File: src/rtl/inst_fetch_if.sv
// Instruction memory bus between the fetch unit (master) and instruction memory (slave).
interface inst_fetch_if;
   logic        mem_req_o;
   logic [31:0] mem_addr_o;
   logic        mem_ack_i;
   logic [31:0] mem_data_i;

   modport master (
      output mem_req_o,
      output mem_addr_o,
      input  mem_ack_i,
      input  mem_data_i
   );

   modport slave (
      input  mem_req_o,
      input  mem_addr_o,
      output mem_ack_i,
      output mem_data_i
   );
endinterface

File: src/rtl/inst_fetch.sv
// Instruction fetch: one outstanding memory request at a time, credit-limited by a small {pc, inst} FIFO.
//
// state | meaning
// IDLE  | nothing in flight; issues a request when the FIFO has room
// WAIT  | request outstanding, address held stable until ack
// DROP  | request abandoned by a redirect; the next ack is discarded
module inst_fetch #(
   parameter logic [31:0] RESET_PC  = 32'h0000_0000,
   parameter int          BUF_DEPTH = 2
) (
   input  logic         clk,
   input  logic         rst_n,
   inst_fetch_if.master mem,
   input  logic         stall_i,
   input  logic         br_taken_i,
   input  logic [31:0]  br_target_i,
   output logic         inst_valid_o,
   output logic [31:0]  pc_o,
   output logic [31:0]  inst_o
);
   localparam int              PW      = (BUF_DEPTH > 2) ? 2 : 1;
   localparam int              CW      = PW + 1;
   localparam logic [CW-1:0]   DEPTH_C = CW'(BUF_DEPTH);
   localparam logic [31:0]     NOP     = 32'h0000_0013;

   typedef enum logic [1:0] {IDLE, WAIT, DROP} state_t;

   state_t         state_q, state_d;
   logic [31:0]    fetch_pc_q, fetch_pc_d;
   logic           mem_req_q, mem_req_d;
   logic [31:0]    mem_addr_q, mem_addr_d;
   logic [PW-1:0]  wr_ptr_q, wr_ptr_d;
   logic [PW-1:0]  rd_ptr_q, rd_ptr_d;
   logic [CW-1:0]  count_q, count_d;
   logic [31:0]    pc_mem_q   [BUF_DEPTH];
   logic [31:0]    inst_mem_q [BUF_DEPTH];
   logic           push, pop;
   logic [31:0]    br_pc;

   assign br_pc = br_target_i & ~32'h3;

   always_comb begin
      state_d    = state_q;
      fetch_pc_d = fetch_pc_q;
      mem_req_d  = mem_req_q;
      mem_addr_d = mem_addr_q;
      push       = 1'b0;
      // redirect wins over both FIFO ports
      pop        = (count_q != '0) && !stall_i && !br_taken_i;
      case (state_q)
         IDLE: begin
            if (br_taken_i) begin
               fetch_pc_d = br_pc;
            end else if (count_q < DEPTH_C) begin
               state_d    = WAIT;
               mem_req_d  = 1'b1;
               mem_addr_d = fetch_pc_q;
               fetch_pc_d = fetch_pc_q + 32'd4;
            end
         end
         WAIT: begin
            if (br_taken_i) begin
               fetch_pc_d = br_pc;
               mem_req_d  = 1'b0;
               state_d    = mem.mem_ack_i ? IDLE : DROP;
            end else if (mem.mem_ack_i) begin
               push      = 1'b1;
               mem_req_d = 1'b0;
               state_d   = IDLE;
            end
         end
         DROP: begin
            if (br_taken_i) begin
               fetch_pc_d = br_pc;
            end
            if (mem.mem_ack_i) begin
               state_d = IDLE;
            end
         end
         default: state_d = IDLE;
      endcase
   end

   always_comb begin
      wr_ptr_d = wr_ptr_q;
      rd_ptr_d = rd_ptr_q;
      count_d  = count_q;
      if (br_taken_i) begin
         wr_ptr_d = '0;
         rd_ptr_d = '0;
         count_d  = '0;
      end else begin
         if (push) wr_ptr_d = wr_ptr_q + PW'(1);
         if (pop)  rd_ptr_d = rd_ptr_q + PW'(1);
         count_d = count_q + CW'(push) - CW'(pop);
      end
   end

   always_ff @(posedge clk or negedge rst_n) begin
      if (!rst_n) begin
         state_q    <= IDLE;
         fetch_pc_q <= RESET_PC;
         mem_req_q  <= 1'b0;
         mem_addr_q <= '0;
         wr_ptr_q   <= '0;
         rd_ptr_q   <= '0;
         count_q    <= '0;
      end else begin
         state_q    <= state_d;
         fetch_pc_q <= fetch_pc_d;
         mem_req_q  <= mem_req_d;
         mem_addr_q <= mem_addr_d;
         wr_ptr_q   <= wr_ptr_d;
         rd_ptr_q   <= rd_ptr_d;
         count_q    <= count_d;
      end
   end

   // storage needs no reset: the head is only visible while count_q is non-zero
   always_ff @(posedge clk) begin
      if (push) begin
         pc_mem_q[wr_ptr_q]   <= mem_addr_q;
         inst_mem_q[wr_ptr_q] <= mem.mem_data_i;
      end
   end

   assign mem.mem_req_o  = mem_req_q;
   assign mem.mem_addr_o = mem_addr_q;
   assign inst_valid_o   = (count_q != '0);
   assign pc_o           = inst_valid_o ? pc_mem_q[rd_ptr_q]   : 32'h0;
   assign inst_o         = inst_valid_o ? inst_mem_q[rd_ptr_q] : NOP;
endmodule

File: src/flat_wrapper.sv
// flat-port wrapper written by rule: the top's interface ports become plain ports
module inst_fetch_flat 
#(
   parameter logic [31:0] RESET_PC  = 32'h0000_0000,
   parameter int          BUF_DEPTH = 2
)
  (clk, rst_n, stall_i, br_taken_i, br_target_i, inst_valid_o, pc_o, inst_o, mem_mem_req_o, mem_mem_addr_o, mem_mem_ack_i, mem_mem_data_i);
  inst_fetch_if mem_i ();
  input  logic clk;
  input  logic rst_n;
  input  logic stall_i;
  input  logic br_taken_i;
  input  logic [31:0] br_target_i;
  output logic inst_valid_o;
  output logic [31:0] pc_o;
  output logic [31:0] inst_o;
  output wire logic [$bits(mem_i.mem_req_o)-1:0] mem_mem_req_o;
  output wire logic [$bits(mem_i.mem_addr_o)-1:0] mem_mem_addr_o;
  input wire logic [$bits(mem_i.mem_ack_i)-1:0] mem_mem_ack_i;
  input wire logic [$bits(mem_i.mem_data_i)-1:0] mem_mem_data_i;
  assign mem_mem_req_o = mem_i.mem_req_o;
  assign mem_mem_addr_o = mem_i.mem_addr_o;
  assign mem_i.mem_ack_i = mem_mem_ack_i;
  assign mem_i.mem_data_i = mem_mem_data_i;
  inst_fetch #(.RESET_PC(RESET_PC), .BUF_DEPTH(BUF_DEPTH)) u_core (.clk(clk), .rst_n(rst_n), .mem(mem_i), .stall_i(stall_i), .br_taken_i(br_taken_i), .br_target_i(br_target_i), .inst_valid_o(inst_valid_o), .pc_o(pc_o), .inst_o(inst_o));
endmodule
File: config.mk
export PLATFORM = sky130hd
export DESIGN_NAME = inst_fetch_flat
export DESIGN_NICKNAME = d
export VERILOG_FILES = /design/src/rtl/inst_fetch_if.sv /design/src/rtl/inst_fetch.sv /design/src/flat_wrapper.sv
export SDC_FILE = /design/constraint.sdc
export NUM_CORES = 1
export LEC_CHECK = 0
export BUFFER_PORTS_ARGS = -buffer_cell sky130_fd_sc_hd__buf_2
export CORE_MARGIN = 10
export CORE_UTILIZATION = 50
export DETAILED_ROUTE_END_ITERATION = 12
export GPL_TIMING_DRIVEN = 0
export PLACE_DENSITY = 0.72
export SLEW_MARGIN = 0
export SYNTH_ARGS = -nofsm -noshare
export SYNTH_HDL_FRONTEND = slang
export SYNTH_SLANG_ARGS = --single-unit
File: constraint.sdc
create_clock -name clk -period 9.4 [get_ports clk]
set_input_delay 0.94 -clock clk [delete_from_list [all_inputs] [get_ports clk]]
set_output_delay 0.94 -clock clk [all_outputs]
set_load 0.02 [all_outputs]
==> reports/metrics.cfg <==
[floorplan]
dieArea_um2=21800
rows=46
dieHeight_um=148
initial_core_util=0.510
io_pins=167
fp.dieW_um=148
coreArea_um2=15900

[sta]
fmax_ghz=0.306
period_share=0.347
finalSetupTns_ns=0
tightest_slew_ns=0.976
post-route-min-period_ns=3.26
hold_viol=0
clock_skew_ns=0.00920
drv_slew=0
finalSetupViolations=0
slew_headroom=0.346
whs_ns=0.501
rsz0062_at_grt=false

[worst_setup_path]
endpoint_kind=output pin
path_max_fanout=10
crit_type=flip-flop to output pin
cp_data_required_time_ns=8.46
rrSetupSlack_ns=6.78
arrival_ns=2.32
startpoint_type=flip-flop

[synthesis]
synthesis.instances=613
synth-main-ff-cell=edfxtp_1
yosysTopAreaCellShare=0.458
ys_top_cells_by_area=edfxtp_1 46%, dfrtp_1 21%, mux2i_1 7.8%
synth_area_per_cell_um2=13.3
ys_ff_latch=191
synth.largest_area_cell=edfxtp_1
ys_warn_count=0
synth_edf_count=124
synthArstFlopShare=0.351
synth_cell_type_count=56
yosysSeqAreaShare=0.664
syn-cell-area_um2=8140

[drt]
drc=0
drt.antenna.violating_nets=0
routedWlPerCell_um=20.0
first_pass_iters=5
wl_um=20500
post_drt_via_cell_ratio=5.56
vias=5723
first_iter_violations=494

[layout]
area.growth.synth_to_final_pct=20.7
instances_no_fill=1029
antenna_cells=0
final_nets=876
drive_gt1_frac=0.311

[placement]
gp_congestion=0.895
dp_hpwl_um=15100
io_buffers=160
dp_cells=997

[grt]
met2_usage=0.300
grt.busiest_layer=met2
track_usage=0.187
gr-usage-met3=0.0553
grt_max_degree=68
grt.overflow.total=0
grt_first_pass_wirelength_um=32200
antenna_found_initial=0
grt_util_met1=0.241
grt_pass1_vias=5777

[clock_tree]
cts_hold_buf=0
post-cts-setup-buffers=0
htreeDepth=4
cts.clk_slew.worst_paths_ns=0.07
clock_path_buffers=2
cts-root-buf=clkbuf_16
clock-sinks=191
cts_inserted_buffers=17
cts_tree=built
clock_latency_ns=0.43
cts.repair.resized=0

[power_and_ir_drop]
p_per_area_nw_per_um2=311
ir_worst_vdd_uv=155
total_power_w=0.00306
p_leak_nw=3.80

[status]
status=completed

[flow_run]
cap_violations=0

[worst_hold_path]
hold_path_class=flip-flop to flip-flop

==> metal layers <==
metal | routed length (µm) | vias up | part of all wire
met1 | 8620 | 2756 | 0.42
met3 | 1780 | 38 | 0.087
li1 | - | 2660 | -
met5 | 0 | - | 0
met2 | 9790 | 269 | 0.48
met4 | 345 | 0 | 0.017
==> stage by stage <==
| step | util | worst slack [ns] | instance area [µm²] |
|---|---|---|---|
| after floorplan | - | 3.45 | 8150 |
| after global placement | 0.578 | 1.06 | 9220 |
| after detailed placement | 0.582 | 6.28 | 9280 |
| after CTS | 0.616 | 6.08 | 9820 |
| after global routing | 0.616 | 5.95 | 9820 |
| final | 0.616 | 6.14 | 9820 |
==> final timing paths <==
check / start / end / cells after the start
setup / recovery: u_core.count_q[1]$_DFF_PN0_ / pc_o[16] / 4
hold / removal: u_core.mem.mem_addr_o[16]$_DFFE_PN0P_ / u_core.pc_mem_q[1][16]$_DFFE_PP_ / 0
setup reg to reg: u_core.state_q[1]$_DFFE_PN0P_ / u_core.fetch_pc_q[28]$_DFFE_PN0P_ / 8
hold reg to reg: u_core.mem.mem_addr_o[16]$_DFFE_PN0P_ / u_core.pc_mem_q[1][16]$_DFFE_PP_ / 0
max in group asynchronous: rst_n / u_core.rd_ptr_q$_DFFE_PN0P_ / 1
min in group asynchronous: rst_n / u_core.mem.mem_addr_o[11]$_DFFE_PN0P_ / 1
==> critical path, cell delays in order, from the launching register on <==
cell	delay [ns]
dfrtp_1	0.49
nor2_1	0.58
clkbuf_1	0.49
nor2_1	0.15
buf_2	0.19
==> cell type report <==
class / count / area (µm²)
buffer: 35 / 155
clock buffer: 19 / 443
clock inverter: 13 / 104
fill: 1299 / 6120
inverter: 7 / 26.3
multi-input combinational: 383 / 2570
sequential: 191 / 5400
tap: 216 / 270
timing repair buffer: 165 / 852
==> layout by cell type (no fill, tap or decap), types with 7 or more instances in the layout <==
master       n
buf_2      166
edfxtp_1   124
nor2_1      81
dfrtp_1     67
mux2i_1     63
a21oi_1     40
nand2_1     31
mux2_2      30
clkbuf_1    22
clkbuf_16   17
nand3_1     16
o21ai_0     16
o22ai_1     13
nand4_1      8
inv_1        7
ha_1         7
buf_4        7
==> sequential cells by signal, summed over array words and instances (netlist names) <==
| signal | flops |
|---|---|
| u_core.inst_mem_q | 64 |
| u_core.pc_mem_q | 60 |
| u_core.fetch_pc_q | 30 |
| u_core.mem.mem_addr_o | 30 |
| u_core.count_q | 2 |
| u_core.state_q | 2 |
| u_core.mem.mem_req_o | 1 |
| u_core.rd_ptr_q | 1 |
| u_core.wr_ptr_q | 1 |
==> cell usage after synthesis, drive strengths merged (6+ instances only) <==
| master | n |
|---|---|
| inv | 7 |
| dfrtp | 67 |
| nand2 | 31 |
| or3 | 6 |
| edfxtp | 124 |
| nor2 | 81 |
| ha | 7 |
| and3 | 6 |
| mux2 | 30 |
| nand3 | 16 |
| o21ai | 16 |
| buf | 14 |
| clkbuf | 21 |
| nand4 | 10 |
| a21oi | 40 |
| mux2i | 63 |
| o22ai | 13 |
| nor3 | 7 |
==> kinds of logic (layout without fill, tap and decap cells) <==
logic type | Yosys count | count (layout) | share of synthesized area
AOI/OAI and AO/OA | 102 | 102 | 0.0792
xor gates and xnor gates | 3 | 3 | 0.00323
adders and majority gates | 7 | 7 | 0.0108
buffers and inverters | 42 | 239 | 0.0223
DFF | 191 | 191 | 0.664
muxes | 93 | 93 | 0.119
other | 1 | 4 | 0.000461
and+or+nand+nor | 174 | 174 | 0.101
==> report_power, final <==
group | switching, W | internal [W]
clock network | 0.000316 | 0.000352
logic | 0.000676 | 0.000397
registers | 0.000199 | 0.00112
(Power assumes the default switching activity.)
